[config.mk]
export PLATFORM = sky130hd
export DESIGN_NAME = regfile_write_arbiter_flat
export DESIGN_NICKNAME = d
export VERILOG_FILES = /design/src/rtl/regfile_write_arbiter_if.sv /design/src/rtl/regfile_write_arbiter.sv /design/src/flat_wrapper.sv
export SDC_FILE = /design/constraint.sdc
export NUM_CORES = 1
export LEC_CHECK = 0
export BUFFER_PORTS_ARGS = -buffer_cell sky130_fd_sc_hd__buf_2
export CAP_MARGIN = 20
export CORE_MARGIN = 2
export CORE_UTILIZATION = 46
export CTS_BUF_LIST = sky130_fd_sc_hd__clkbuf_16
export CTS_CLUSTER_SIZE = 16
export DETAILED_ROUTE_END_ITERATION = 8
export GPL_ROUTABILITY_DRIVEN = 0
export GPL_TIMING_DRIVEN = 0
export PLACE_DENSITY = 0.82
export SLEW_MARGIN = 20
export SYNTH_ARGS = -nofsm -noshare
export SYNTH_HDL_FRONTEND = slang
export SYNTH_SLANG_ARGS = --single-unit
[constraint.sdc]
create_clock -name clk -period 2.3 [get_ports clk]
set_clock_uncertainty 0.05 [all_clocks]
set_input_delay 0.345 -clock clk [delete_from_list [all_inputs] [get_ports clk]]
set_output_delay 0.345 -clock clk [all_outputs]
set_load 0.005 [all_outputs]
[src/rtl/regfile_write_arbiter_if.sv]
// Bus between the two writeback requesters and the register-file write port.
// The arbiter takes the slave side; the requesters and register file take the master side.
interface regfile_write_arbiter_if #(
    parameter int DATA_W = 64,
    parameter int ADDR_W = 5,
    parameter int CNT_W  = 16
);
    logic              stall;
    logic              a_valid;
    logic [ADDR_W-1:0] a_reg;
    logic [DATA_W-1:0] a_data;
    logic              a_ready;
    logic              b_valid;
    logic [ADDR_W-1:0] b_reg;
    logic [DATA_W-1:0] b_data;
    logic              b_ready;
    logic              REGWRITE;
    logic [ADDR_W-1:0] write_reg;
    logic [DATA_W-1:0] writeData;
    logic [CNT_W-1:0]  conflict_cnt;

    modport slave (
        input  stall,
        input  a_valid, a_reg, a_data,
        input  b_valid, b_reg, b_data,
        output a_ready, b_ready,
        output REGWRITE, write_reg, writeData,
        output conflict_cnt
    );

    modport master (
        output stall,
        output a_valid, a_reg, a_data,
        output b_valid, b_reg, b_data,
        input  a_ready, b_ready,
        input  REGWRITE, write_reg, writeData,
        input  conflict_cnt
    );
endinterface

[src/rtl/regfile_write_arbiter.sv]
// Round-robin arbiter sharing the register-file write port between ALU (A) and
// load (B) writeback, with a registered write stage and a saturating contention counter.
module regfile_write_arbiter #(
    parameter int DATA_W   = 64,
    parameter int ADDR_W   = 5,
    parameter int ZERO_REG = 31,
    parameter int CNT_W    = 16
) (
    input  logic                    clk,
    input  logic                    rst_n,
    regfile_write_arbiter_if.slave  bus
);

    localparam logic [ADDR_W-1:0] ZERO_IDX = ADDR_W'(ZERO_REG);
    localparam logic [CNT_W-1:0]  CNT_MAX  = '1;

    typedef enum logic {
        GRANT_A = 1'b0,
        GRANT_B = 1'b1
    } grant_e;

    grant_e              r_last_grant;
    logic                r_regwrite;
    logic [ADDR_W-1:0]   r_write_reg;
    logic [DATA_W-1:0]   r_write_data;
    logic [CNT_W-1:0]    r_conflict_cnt;

    logic                w_a_zero;
    logic                w_b_zero;
    logic                w_a_real;
    logic                w_b_real;
    logic                w_contend;
    logic                w_a_ready;
    logic                w_b_ready;
    logic                w_grant_a;
    logic                w_grant_b;

    // Zero-register writes are absorbed: always accepted, never contend, never touch the port.
    assign w_a_zero  = (bus.a_reg == ZERO_IDX);
    assign w_b_zero  = (bus.b_reg == ZERO_IDX);
    assign w_a_real  = bus.a_valid && !w_a_zero;
    assign w_b_real  = bus.b_valid && !w_b_zero;
    assign w_contend = w_a_real && w_b_real;

    assign w_a_ready = !bus.stall && bus.a_valid &&
                       (w_a_zero || !w_b_real || (r_last_grant == GRANT_B));
    assign w_b_ready = !bus.stall && bus.b_valid &&
                       (w_b_zero || !w_a_real || (r_last_grant == GRANT_A));

    assign w_grant_a = w_a_ready && w_a_real;
    assign w_grant_b = w_b_ready && w_b_real;

    // NOTE: sequential state uses non-blocking assignments so every register samples pre-edge values.
    always_ff @(posedge clk or negedge rst_n) begin
        if (!rst_n) begin
            r_last_grant   <= GRANT_B;
            r_regwrite     <= 1'b0;
            r_write_reg    <= '0;
            r_write_data   <= '0;
            r_conflict_cnt <= '0;
        end else begin
            r_regwrite <= w_grant_a || w_grant_b;

            if (w_grant_a) begin
                r_write_reg  <= bus.a_reg;
                r_write_data <= bus.a_data;
                r_last_grant <= GRANT_A;
            end else if (w_grant_b) begin
                r_write_reg  <= bus.b_reg;
                r_write_data <= bus.b_data;
                r_last_grant <= GRANT_B;
            end

            if (!bus.stall && w_contend && (r_conflict_cnt != CNT_MAX)) begin
                r_conflict_cnt <= r_conflict_cnt + 1'b1;
            end
        end
    end

    assign bus.a_ready      = w_a_ready;
    assign bus.b_ready      = w_b_ready;
    assign bus.REGWRITE     = r_regwrite;
    assign bus.write_reg    = r_write_reg;
    assign bus.writeData    = r_write_data;
    assign bus.conflict_cnt = r_conflict_cnt;

endmodule

[src/flat_wrapper.sv]
// flat-port wrapper written by rule: the top's interface ports become plain ports
module regfile_write_arbiter_flat 
#(
    parameter int DATA_W   = 64,
    parameter int ADDR_W   = 5,
    parameter int ZERO_REG = 31,
    parameter int CNT_W    = 16
)
  (clk, rst_n, bus_stall, bus_a_valid, bus_a_reg, bus_a_data, bus_b_valid, bus_b_reg, bus_b_data, bus_a_ready, bus_b_ready, bus_REGWRITE, bus_write_reg, bus_writeData, bus_conflict_cnt);
  regfile_write_arbiter_if #(.DATA_W(DATA_W), .ADDR_W(ADDR_W), .CNT_W(CNT_W)) bus_i ();
  input  logic clk;
  input  logic rst_n;
  input wire logic [$bits(bus_i.stall)-1:0] bus_stall;
  input wire logic [$bits(bus_i.a_valid)-1:0] bus_a_valid;
  input wire logic [$bits(bus_i.a_reg)-1:0] bus_a_reg;
  input wire logic [$bits(bus_i.a_data)-1:0] bus_a_data;
  input wire logic [$bits(bus_i.b_valid)-1:0] bus_b_valid;
  input wire logic [$bits(bus_i.b_reg)-1:0] bus_b_reg;
  input wire logic [$bits(bus_i.b_data)-1:0] bus_b_data;
  output wire logic [$bits(bus_i.a_ready)-1:0] bus_a_ready;
  output wire logic [$bits(bus_i.b_ready)-1:0] bus_b_ready;
  output wire logic [$bits(bus_i.REGWRITE)-1:0] bus_REGWRITE;
  output wire logic [$bits(bus_i.write_reg)-1:0] bus_write_reg;
  output wire logic [$bits(bus_i.writeData)-1:0] bus_writeData;
  output wire logic [$bits(bus_i.conflict_cnt)-1:0] bus_conflict_cnt;
  assign bus_i.stall = bus_stall;
  assign bus_i.a_valid = bus_a_valid;
  assign bus_i.a_reg = bus_a_reg;
  assign bus_i.a_data = bus_a_data;
  assign bus_i.b_valid = bus_b_valid;
  assign bus_i.b_reg = bus_b_reg;
  assign bus_i.b_data = bus_b_data;
  assign bus_a_ready = bus_i.a_ready;
  assign bus_b_ready = bus_i.b_ready;
  assign bus_REGWRITE = bus_i.REGWRITE;
  assign bus_write_reg = bus_i.write_reg;
  assign bus_writeData = bus_i.writeData;
  assign bus_conflict_cnt = bus_i.conflict_cnt;
  regfile_write_arbiter #(.DATA_W(DATA_W), .ADDR_W(ADDR_W), .ZERO_REG(ZERO_REG), .CNT_W(CNT_W)) u_core (.clk(clk), .rst_n(rst_n), .bus(bus_i));
endmodule
# After elaboration in Yosys (flattened, before gate mapping)
# Cells that the tools add are included.
[classes]
n_reduce_logical = 22
muxes = 6
n_bitwise = 1
add_sub_neg = 1
eq_ne = 3
[ops]
columns = ["op", "n"]
rows = [
  ["64-bit 2-to-1 mux", 2],
  ["16-bit by 1-bit adder with 16-bit output (second input constant)", 1],
  ["16-bit != test (second input constant)", 1],
  ["1-bit logical AND", 11],
  ["5-bit equality test (second input constant)", 2],
  ["5-bit 2-to-1 mux", 2],
  ["1-bit zero test", 5],
  ["1-bit logical OR", 5],
  ["1-bit 2-to-1 mux", 2],
  ["2-bit nonzero test", 1],
  ["1-bit inverter", 1],
]
[word_totals]
register_bits = 87
word_cells = 38
output_inout_bits = 88
input_bits = 143

# Longest topological paths before layout
[logic_depth]
word_depth = 10
depth_mapped = 7
ltp_nobuf = 6

# Worst setup path after synthesis
# No wires, ideal clock.
[synth_timing]
kind = "register to register"
start = "register u_core.r_conflict_cnt[0] (netlist: u_core.bus.conflict_cnt[0])"
end = "register u_core.r_conflict_cnt[13] (netlist: u_core.bus.conflict_cnt[13])"
setup_ns = 0.126
path_stages_with_launch = 8
period_less_slack_ns = 1.695
arrival_ns = 1.519
t_required_ns = 2.124
setup_slack_ns = 0.605
path_cell_list = "dfrtp_1 > ha_1 > and3_1 > buf_4 > or3b_1 > nand4b_1 > nor2_1 > xor2_1"
[synth_via]
elab_chain_cells = 2
word_cells_on_any_way = 3
[synth_lines]
columns = ["element", "line", "text"]
rows = [
  ["from (decl)", "regfile_write_arbiter.sv:26", "logic [CNT_W-1:0] r_conflict_cnt;"],
  ["from (signal assigned)", "regfile_write_arbiter.sv:75", "r_conflict_cnt <= r_conflict_cnt + 1'b1;"],
  ["parallel branches: the longest is 2 deep, another holds 16-bit by 1-bit adder with 16-bit output", "-", ""],
]
# Several ways; the timed one is not identified.
# A chain may end at the register's enable or synchronous reset.

# Worst setup path in the final report
[layout_timing]
start = "register u_core.r_last_grant"
end = "output bus_b_ready"
[layout_via]
elab_chain_cells = 3
[layout_lines]
columns = ["element", "line", "text"]
rows = [
  ["from (decl)", "regfile_write_arbiter.sv:22", "grant_e r_last_grant;"],
  ["from (signal assigned)", "regfile_write_arbiter.sv:56", "r_last_grant <= GRANT_B;"],
  ["from (signal assigned)", "regfile_write_arbiter.sv:67", "r_last_grant <= GRANT_A;"],
  ["from (signal assigned)", "regfile_write_arbiter.sv:71", "r_last_grant <= GRANT_B;"],
  ["1-bit inverter", "regfile_write_arbiter.sv:48", "(w_b_zero || !w_a_real || (r_last_grant == GRANT_A));"],
  ["1-bit logical OR", "regfile_write_arbiter.sv:48", ""],
  ["1-bit logical AND", "regfile_write_arbiter.sv:47", "assign w_b_ready = !bus.stall && bus.b_valid &&"],
  ["to (decl)", "flat_wrapper.sv:21", "output wire logic [$bits(bus_i.b_ready)-1:0] bus_b_ready;"],
]
# No other way between the ends.

==> run metrics <==
Post-CTS Resized=0; Worst Setup SP=u_core.r_last_grant; clock sinks=87; critical path launch point type=register; Min-Delay Path Class=input pin to register; vias in the first global route=4169; total number of vias=4345; gr usage total=23.87%; R2R Path End=u_core.bus.conflict_cnt[6]; Peak VDD IR=497.7 uV; overflow left after global routing=0; register area share after synthesis=49.17%; Syn Std Cell Area=0.004430 mm2; pre-CTS WS=0.3406 ns; full die area=0.01043 mm2; Lkg Pwr=3.016 nW; status=complete, no violations; CTS tree=done; DRC=0; worst-path cell chain=nand2_1 > a21oi_2 > a21oi_1 > buf_2; Finished Layout Cells=847; critical path endpoint=bus_b_ready; Top Ports=231; Clock Latency Late Sink=0.33 ns; final setup fails=0; hold_ws=0.1791 ns; DP HPWL=9506 um; Area after DPL=0.005773 mm2; CP endpoint kind=output pin; power per cell area=788.6 mW/mm2; CP Max Fanout=5; final setup TNS=0 ns; Max Clk Rate=550.0 MHz; data required time of the worst path=1.90 ns; RSZ-0062 raised after global routing=false; Area Overhead vs Synth=37.08%; n_diodes=0; measured slew at the worst slew-check pin=0.6129 ns; Pins Over Slew Limit=0; post-route ant nets=0; final non-filler cell area=0.006073 mm2; Critical Path Max Stage Delay=0.58 ns; Die H=102.1 um; Crit Path Category=register to output pin; Slowest-stage cell, CP=dfstp_2; Post-Syn Instances=470; #FFs+latches synth=87; R2R depth=7; # Max-Cap Violations=0; Worst-path clk slew=0.07 ns; Die W=102.1 um; CTS buffer count=9; first-pass GRT wire length=19550 um; root buffer cell=clkbuf_16; Post-Route WL=12550 um; Unique masters post-synth=36; Starting Density=47.72%; Reg-to-Reg Start=u_core.bus.conflict_cnt[0]; Post-Synthesis Net Count=614; Detailed Routing Iterations Pass 1=4; port buffer count=230; initial antenna violation count=1; routed vias/inst=5.130; Final Net Count=857; Clock Path Buffers=2; reg-to-reg slack, setup=0.50 ns; Synth warnings=0; worst relative slew slack=59.01%; largest net degree at the start of global routing=45; row count=35; flip-flop count of the largest register after layout=64; crit path DAT=1.42 ns; final worst slack=0.4817 ns; H-Tree Depth=3; Avg Inst Size Synth=9.427 um2; layout cells sized above 1=49.44%; placed cells=830; min Tclk post-route=1.818 ns; drt wl/cell=14.82 um; initial DRC count=133; Tcrit/Tclk final=79.05%; core area=0.009284 mm2; Hold Violations, Final=0
-- routing by layer --
layer	vias up	GRT usage, %	wire length [um]
li1	2068	-	-
met2	201	40.99	6262
met4	0	8.103	263
met5	-	0	0
met3	25	4.309	780
met1	2051	30.56	5245
-- kinds of logic (layout without fill, tap and decap cells) --
| logic type | Yosys count | count (layout) | share of synthesized area [%] |
|---|---|---|---|
| buf+inv | 37 | 285 | 6.156 |
| fa+ha+maj | 1 | 1 | 0.2824 |
| simple gates | 187 | 187 | 18.70 |
| compound gates | 142 | 142 | 22.42 |
| flops | 87 | 87 | 49.17 |
| xor+xnor | 14 | 14 | 2.768 |
| mux | 2 | 2 | 0.5083 |
-- cell type report --
cell class	count	area, um2
fillers	787	3211
flip-flops and latches	87	2178
multi-input cells	346	1979
repair buffers	232	1191
plain buffers	32	254.0
clock buffers	9	225.2
well taps	129	161.4
clock inverters	7	65.06
inverters	5	18.77
-- stage by stage --
step | power, mW | utilization (%)
final | 4.790 | 65.42
after global routing | 5.081 | 65.42
after CTS | 4.846 | 65.42
after detailed placement | 3.402 | 62.18
after global placement | 3.331 | 61.86
after floorplan | 2.750 | -
-- how the worst min path moves through the flow --
stage / startpoint / endpoint / slack (ns) / depth (start not counted)
after floorplan: rst_n / u_core.bus.REGWRITE / -0.0006 / 0
after global placement: u_core.bus.conflict_cnt[6] / u_core.bus.conflict_cnt[6] / 0.43 / 1
after detailed placement: rst_n / u_core.bus.writeData[11] / 0.33 / 1
after CTS: bus_a_data[39] / u_core.bus.writeData[39] / 0.17 / 3
after global routing: bus_b_data[39] / u_core.bus.writeData[39] / 0.19 / 3
final: bus_a_data[39] / u_core.bus.writeData[39] / 0.18 / 3
-- worst max-delay path: cells and delay by family (launching register included) --
family	cells	cell delay [ns]
flip-flops	1	0.58
AO/OA/AOI/OAI	2	0.30
buffers and inverters	1	0.13
AND/OR/NAND/NOR	1	0.08
-- placed cells by master (no fill, tap or decap), types with 8 or more instances in the layout --
master and n:
buf_2 237, dfrtp_1 86, nor2_1 77, nand2_1 72, a21oi_2 67, a21oi_1 67, buf_6 16, xnor2_1 11
clkbuf_16 9, nand4_1 8
-- where the power goes --
part / switching [mW] / internal, mW
logic: 0.673 / 0.635
clock network: 0.590 / 0.832
registers: 0.211 / 1.85
total: 1.47 / 3.32
-- timing repair --
| item | 4_1_cts | 5_1_grt |
|---|---|---|
| setup endpoints to repair | 0 | 0 |
| hold buffers | 1 | 0 |
| hold endpoints to repair | 43 | 0 |
| setup buffers | 0 | 0 |
-- Yosys cell counts, drive strengths merged --
cell type / instances / area (um2)
nor3: 1 / 16.27
a21oi: 135 / 938.4
dfstp: 1 / 26.28
o21a: 1 / 7.510
clkbuf: 6 / 22.52
a22oi: 3 / 22.52
nor3b: 1 / 12.51
xor2: 3 / 26.28
nand2: 78 / 307.8
nand4b: 1 / 8.760
or3: 1 / 6.260
xnor2: 11 / 96.34
nand3: 10 / 65.06
a211oi: 1 / 7.510
dfrtp: 86 / 2152
nor2: 77 / 289.0
o21ai: 2 / 17.52
or2: 1 / 6.260
mux2: 2 / 22.52
inv: 5 / 18.77
and3: 1 / 6.260
ha: 1 / 12.51
or3b: 1 / 8.760
nand4: 8 / 50.05
buf: 26 / 231.5
and4: 2 / 20.02
nand2b: 2 / 12.51
nor4: 3 / 18.77
Power figures use the tool's default switching activity.
